`config.mk`:
```
export PLATFORM = sky130hd
export DESIGN_NAME = program_loader
export DESIGN_NICKNAME = d
export VERILOG_FILES = /design/src/rtl/program_loader_pkg.sv /design/src/rtl/program_loader_byte_word_assembler.sv /design/src/rtl/program_loader.sv
export SDC_FILE = /design/constraint.sdc
export NUM_CORES = 1
export LEC_CHECK = 0
export ABC_AREA = 1
export BUFFER_PORTS_ARGS = -buffer_cell sky130_fd_sc_hd__buf_2
export CORE_MARGIN = 10
export CORE_UTILIZATION = 40
export CTS_BUF_LIST = sky130_fd_sc_hd__clkbuf_8
export DETAILED_ROUTE_END_ITERATION = 10
export PLACE_DENSITY = 0.6
export SLEW_MARGIN = 0
export SYNTH_ARGS = -nofsm -noshare
export SYNTH_HDL_FRONTEND = slang
export SYNTH_SLANG_ARGS = --single-unit
```
`constraint.sdc`:
```
create_clock -name clock -period 2.3 [get_ports clock]
set_input_delay 0.345 -clock clock [delete_from_list [all_inputs] [get_ports clock]]
set_output_delay 0.345 -clock clock [all_outputs]
set_load 0.05 [all_outputs]
```
`src/rtl/program_loader_pkg.sv`:
```
// program_loader_pkg: shared state encoding and width constants for the program loader.
package program_loader_pkg;
    localparam int IDX_W = 2;
    localparam int ADDR_W = 30;
    typedef enum logic [2:0] {ST_HEADER, ST_DATA, ST_CHECK, ST_DONE, ST_ERROR} state_e;
endpackage

```
`src/rtl/program_loader_byte_word_assembler.sv`:
```
// program_loader_byte_word_assembler: packs handshaked bytes into big-endian 32-bit words.
module program_loader_byte_word_assembler
    import program_loader_pkg::*;
(
    input  logic        clock,
    input  logic        reset,
    input  logic        clear_i,
    input  logic        valid_i,
    input  logic        ready_i,
    input  logic [7:0]  byte_i,
    output logic        word_valid_o,
    output logic [31:0] word_o
);
    logic [IDX_W-1:0] idx_q;
    logic [23:0]      shift_q;
    logic             xfer;

    assign xfer = valid_i && ready_i;
    assign word_valid_o = xfer && (&idx_q);
    assign word_o = {shift_q, byte_i};

    always_ff @(posedge clock) begin
        if (reset || clear_i) begin
            idx_q <= '0;
            shift_q <= '0;
        end else if (xfer) begin
            idx_q <= idx_q + IDX_W'(1);
            shift_q <= {shift_q[15:0], byte_i};
        end
    end
endmodule

```
`src/rtl/program_loader.sv`:
```
// program_loader: streams a counted word image into instruction memory, holding the CPU in reset until done.
// Optional trailing checksum word enabled by PROGRAM_LOADER_CHECKSUM_EN.
module program_loader
    import program_loader_pkg::*;
#(
    parameter int                DEPTH_WORDS = 1024,
    parameter logic [ADDR_W-1:0] BASE_WORD   = '0
) (
    input  logic              clock,
    input  logic              reset,
    input  logic              reload,
    input  logic              in_valid,
    input  logic [7:0]        in_byte,
    output logic              in_ready,
    output logic              imem_write_enable,
    output logic [ADDR_W-1:0] imem_write_address,
    output logic [31:0]       imem_write_data,
    output logic              cpu_reset,
    output logic              load_done,
    output logic              load_error,
    output logic [31:0]       words_loaded
);
    state_e            state_q, state_d;
    logic              in_ready_q, cpu_reset_q, we_q;
    logic [ADDR_W-1:0] addr_q;
    logic [31:0]       data_q, words_q, count_q, word;
    logic              restart, word_valid, write, check_ok;

    assign restart = reload && (state_q == ST_DONE || state_q == ST_ERROR);
    assign write = word_valid && state_q == ST_DATA;

    program_loader_byte_word_assembler u_asm (
        .clock        (clock),
        .reset        (reset),
        .clear_i      (restart),
        .valid_i      (in_valid),
        .ready_i      (in_ready_q),
        .byte_i       (in_byte),
        .word_valid_o (word_valid),
        .word_o       (word)
    );

`ifdef PROGRAM_LOADER_CHECKSUM_EN
    localparam state_e ST_LAST = ST_CHECK;
    logic [31:0] sum_q;
    assign check_ok = word == sum_q;
    always_ff @(posedge clock) begin
        if (reset || restart)
            sum_q <= '0;
        else if (write)
            sum_q <= sum_q + word;
    end
`else
    localparam state_e ST_LAST = ST_DONE;
    assign check_ok = 1'b1;
`endif

    always_comb begin
        state_d = state_q;
        if (restart)
            state_d = ST_HEADER;
        else if (word_valid) begin
            if (state_q == ST_HEADER)
                state_d = word == '0 ? ST_LAST : word > 32'(DEPTH_WORDS) ? ST_ERROR : ST_DATA;
            else if (state_q == ST_DATA)
                state_d = words_q == count_q - 32'd1 ? ST_LAST : ST_DATA;
            else if (state_q == ST_CHECK)
                state_d = check_ok ? ST_DONE : ST_ERROR;
        end
    end

    // cpu_reset releases only after a full cycle in DONE, so the final strobe always precedes it
    always_ff @(posedge clock) begin
        if (reset) begin
            state_q <= ST_HEADER;
            in_ready_q <= 1'b1;
            cpu_reset_q <= 1'b1;
            we_q <= 1'b0;
            addr_q <= '0;
            data_q <= '0;
            words_q <= '0;
            count_q <= '0;
        end else begin
            state_q <= state_d;
            in_ready_q <= state_d inside {ST_HEADER, ST_DATA, ST_CHECK};
            cpu_reset_q <= !(state_q == ST_DONE && state_d == ST_DONE);
            we_q <= write;
            if (write) begin
                addr_q <= BASE_WORD + words_q[ADDR_W-1:0];
                data_q <= word;
            end
            if (restart)
                words_q <= '0;
            else if (write)
                words_q <= words_q + 32'd1;
            if (word_valid && state_q == ST_HEADER)
                count_q <= word;
        end
    end

    assign in_ready = in_ready_q;
    assign cpu_reset = cpu_reset_q;
    assign imem_write_enable = we_q;
    assign imem_write_address = addr_q;
    assign imem_write_data = data_q;
    assign words_loaded = words_q;
    assign load_done = state_q == ST_DONE;
    assign load_error = state_q == ST_ERROR;
endmodule

```
# [Word-level counts from Yosys, hierarchy flattened]
# Cells that the tools add are included.
[word_totals] reg_bits=158 inputBits=12 out_inout_bits=99 wordCells=45
[op_classes] addsub=3 magnitude_cmp=1 eq_ne=8 mux=8 reduce_logical=15
[ops] operator="32-bit by 1-bit adder with 32-bit output, second input constant" count=1
[ops] operator="32-bit == test" count=1
[ops] operator="32-bit by 11-bit > comparator with 1-bit output, second input constant" count=1
[ops] operator="32-bit zero test" count=1
[ops] operator="32-bit by 1-bit subtractor with 32-bit output, second input constant" count=1
[ops] operator="3-bit two-way mux" count=7
[ops] operator="3-bit by 2-bit == test with 1-bit output, second input constant" count=4
[ops] operator="3-bit by 1-bit == test with 1-bit output, second input constant" count=2
[ops] operator="1-bit logical AND" count=6
[ops] operator="3-bit zero test" count=2
[ops] operator="3-bit == test, second input constant" count=1
[ops] operator="3-bit nonzero test" count=1
[ops] operator="2-bit by 1-bit adder with 2-bit output, second input constant" count=1
[ops] operator="1-bit logical OR" count=2
[ops] operator="2-bit two-way mux" count=1
[ops] operator="2-bit AND reduction" count=1
[ops] operator="2-bit OR reduction" count=1
[ops] operator="1-bit zero test" count=1

# [Logic depth before layout (Yosys ltp)]
[logic_depth] depth_word=10 mapped_depth=19 ltp_nobuf=19

# [Cells and area by module]
# From an unflattened synthesis, not the netlist that was laid out.
[unflattened] cells_unflattened=1084 hier_area_um2=7507.2
[modules_own_cells] module="program_loader" instances=1 cells_per_inst=909 area_per_inst_um2=6336.1 seq_area_each_um2=2642.5
[modules_own_cells] module="program_loader_byte_word_assembler" instances=1 cells_per_inst=175 area_per_inst_um2=1171.1 seq_area_each_um2=520.5

# [Least setup slack after synthesis]
# Ideal clock, no wire load.
[synth_path] kind="reg-to-reg" from="register state_q[0]" to="register words_q[12], in the netlist words_loaded[12]" setup_time_ps=132 arrival_time_ps=2293 required_time_ps=2168 path_slack_ps=-124 path_stages_with_launch=9 path_buffers=1 synth_period_minus_slack_ps=2424 cell_sequence="dfxtp_1 -> inv_1 -> nor3_1 -> o21ai_1 -> inv_1 -> nor2_2 -> inv_2 -> clkbuf_1 -> nor3_1"
[synth_via] elab_chain_cells=4 word_cells_on_any_way=7 classes_between="eq/ne: 3; reduce/logical: 4"
[synth_rtl] item="from (decl)" line="program_loader.sv:23" source="state_e state_q, state_d;"
[synth_rtl] item="from (signal assigned)" line="program_loader.sv:84" source="state_q <= state_d;"
[synth_rtl] item="3-bit by 2-bit == test with 1-bit output"
[synth_rtl] item="via load_done" line="program_loader.sv:19" source="output logic load_done,"
[synth_rtl] item="1-bit logical OR" line="program_loader.sv:29" source="assign restart = reload && (state_q == ST_DONE || state_q == ST_ERROR);"
[synth_rtl] item="1-bit logical AND" line="program_loader.sv:29"
[synth_rtl] item="2-bit OR reduction (no source line)"
[synth_rtl] item="to (signal assigned)" line="program_loader.sv:95" source="words_q <= words_q + 32'd1;"
[synth_rtl] item="to (decl)" line="program_loader.sv:26" source="logic [31:0] data_q, words_q, count_q, word;"
# The timed path passes the listed nets, and every way through them passes these cells.
# A chain may end at the register's enable or synchronous reset.

# [Final worst setup path]
[layout_path] from="register u_asm.idx_q[0]" to="register words_q[29], in the netlist words_loaded[29]"
[layout_via] elab_chain_cells=3
[layout_rtl] item="from (decl)" line="program_loader_byte_word_assembler.sv:14" source="logic [IDX_W-1:0] idx_q;"
[layout_rtl] item="from (signal assigned)" line="program_loader_byte_word_assembler.sv:27" source="idx_q <= idx_q + IDX_W'(1);"
[layout_rtl] item="2-bit AND reduction" line="program_loader_byte_word_assembler.sv:19" source="assign word_valid_o = xfer && (&idx_q);"
[layout_rtl] item="1-bit logical AND" line="program_loader_byte_word_assembler.sv:19"
[layout_rtl] item="1-bit logical AND" line="program_loader.sv:30" source="assign write = word_valid && state_q == ST_DATA;"
# No other way between the ends.

==> out/metrics.yaml <==
finalHoldViolations: 0
crit_start: "u_asm.idx_q[0]$_SDFFE_PP0P_"
crit_type: "flip-flop to flip-flop"
p_int_uw: 3860
crit_path_start_kind: "flip-flop"
arrival_ns: 2.49
hp-class: "input pin to flip-flop"
first_pass_iters: 9
dpl.cell_count: 1412
core_area_um2: 18700
cp_max_fo: 13
synth_edf_count: 0
timing.fmax_ghz: 0.469
die_w_um: 158
clk_pin_slew_ns: 0.09
instances_no_fill: 1450
yosysTopAreaCell: "dfxtp_1"
numClockSinks: 158
cts_inserted_buffers: 17
p_seq_share_pct: 51.3
place_congestion: 0.864
power_leakage_uw: 0.00410
p_clk_share_pct: 37.0
grt_use_total_pct: 17.7
syn2layout_area_growth_pct: 18.6
worstMarginPinSlew_ns: 0.523
ys_ff_latch: 158
grt_overflow: 0
clk_latency_ns: 0.46
netSwitchingPower_uw: 1600
postSynthAreaPerCell_um2: 7.01
start_util_pct: 40.6
yosysWarnings: 0
die-area_um2: 24900
min_from: "reset"
drt-wirelength-per-cell_um: 15.1
skew_ns: 0.00868
slew_headroom_pct: 65.2
grt_pass1_wl_um: 35600
pin_count: 111
rsz0062_at_grt: "no"
required_ns: 2.66
std_cell_rows: 50
timing.final.crit_share_pct: 92.8
final_layout_size_suffix_gt1_share_pct: 20.5
combPwrFrac_pct: 11.7
vdd_drop_max_mv: 0.443
tritoncts: "yes"
syn_nets: 1099
hpwl_um: 16100
r2r-start: "u_asm.idx_q[0]$_SDFFE_PP0P_"
die_h_um: 158
insertedDiodeCount: 0
cts-root-buf: "clkbuf_8"
cellPowerDensity_nw_per_um2: 606
cap_violations: 0
netlist_area_um2: 7600
ys_types: 42
setup_viol: 0
netlist.area_leader.share_pct: 41.6
cts_max_level: 4
vias: 7239
slew_viol_final: 0
final_util_pct: 48.2
ant_nets: 0
drc: 0
ys_async_sr_fraction_pct: 0
p_sw_share_pct: 29.3
cts_buffer_depth: 2
synth-main-ff-cell: "dfxtp_1"
placement.io_buffers: 110
syn_inst: 1084
routed_wl_um: 22000
synth_area_leaders: "dfxtp_1, nand2_1, nor2_1, o21ai_0, a21oi_1"
antenna_found_initial: 0
avgViaCountPerCell: 4.99
status: "finished, final reports clean"
min_period_ns: 2.13
layout.nets: 1218
seq_area_frac_synth_pct: 41.6
first_global_vias: 6800
setup.worst_path.end_class: "flip-flop"
drt_iter0_drc: 439
synth_common_cells: "nand2_1, nor2_1, dfxtp_1"
grt_max_degree: 90
cts-hold-fix-buffers: 0
per-layer routing:
layer | up-vias | GRT usage [%] | part of all wire [%]
met5 | - | 0 | 0
met4 | 0 | 2.94 | 0.63
met3 | 13 | 4.15 | 5.2
met2 | 150 | 27.8 | 44
met1 | 3313 | 24.3 | 50
li1 | 3763 | - | -
flip-flops by register name, summed over array words and instances, names as in the netlist:
name	count
u_asm.idx_q	2
u_asm.shift_q	24
count_q	32
imem_write_address	30
in_ready	1
words_loaded	32
imem_write_data	32
imem_write_enable	1
cpu_reset	1
state_q	3
cell type report:
type | instances | area [µm²]
inverter | 98 | 368
fill | 1944 | 9690
tap | 234 | 293
multi-input combinational | 783 | 3960
clock buffer | 17 | 234
sequential | 158 | 3170
clock inverter | 15 | 141
timing repair buffer | 145 | 851
through the flow:
step           hold slack [ns]  cell area [µm²]  power (µW)  setup TNS, ns  setup slack [ns]
2_1_floorplan            0.417             7600        3320              0            0.0794
3_3_place_gp             0.454             8510        3460              0            0.0181
3_5_place_dp             0.466             8510        3470        -0.0312           -0.0312
4_1_cts                  0.136             8890        5470              0          0.000131
5_1_grt                  0.146             9010        5710              0           0.00344
6_report                 0.151             9010        5470              0             0.166
cells by family (layout without fill, tap and decap cells):
logic type / Yosys count / after routing / synth area share [%]
buffers and inverters: 145 / 275 / 7.64
adders and majority gates: 3 / 3 / 0.494
DFF: 158 / 158 / 41.6
xor gates and xnor gates: 37 / 37 / 4.26
and+or+nand+nor: 535 / 537 / 32.1
AOI/OAI and AO/OA: 206 / 206 / 13.9
power groups by stage:
stage	Sequential, µW	Combinational [µW]	Clock (µW)
5_1_grt	2810	739	2160
3_3_place_gp	2870	595	0
2_1_floorplan	2850	464	0
3_5_place_dp	2870	598	0
4_1_cts	2800	605	2060
6_report	2800	640	2020
cell usage in the layout (no fill, tap or decap), types with 8 or more instances in the layout:
cell type	Yosys	routed
a21oi_1	90	90
nor2_4	6	8
o21ai_0	102	101
nor2_1	197	191
inv_2	6	9
clkbuf_8	0	17
xnor2_1	12	12
nand2_1	197	190
nor3_1	11	9
nand2_2	5	10
nor2_2	8	14
buf_4	2	32
xor2_1	25	25
inv_1	91	89
nand3_1	65	63
dfxtp_1	158	155
nand4_1	15	15
buf_2	5	110
critical path: stages, from the launching register on:
cell and delay (ns):
dfxtp_1 0.36, ha_1 0.15, inv_1 0.07, nor2_4 0.11, nand3_2 0.13, buf_4 0.25
nor2_8 0.12, nand3_4 0.09, nor3_4 0.17, nand3_2 0.17, inv_2 0.10, nand4_2 0.08
xor2_1 0.19, nor2_2 0.04
repair_timing:
item / in CTS / in global routing
endpoints found under the setup margin: 1 / 4
resized for setup: 0 / 30
gates cloned: 0 / 2
buffers inserted: 1 / 3
pin swaps: 1 / 7
final timing paths:
| kind | cells after the start | slack [ns] | end |
|---|---|---|---|
| min reg2reg | 2 | 0.48 | imem_write_address[23]$_SDFFE_PP0P_ |
| max reg2reg | 13 | 0.17 | words_loaded[29]$_SDFFE_PP0P_ |
| max | 13 | 0.17 | words_loaded[29]$_SDFFE_PP0P_ |
| min | 2 | 0.15 | state_q[1]$_SDFF_PP0_ |
Power figures use the tool's default switching activity.
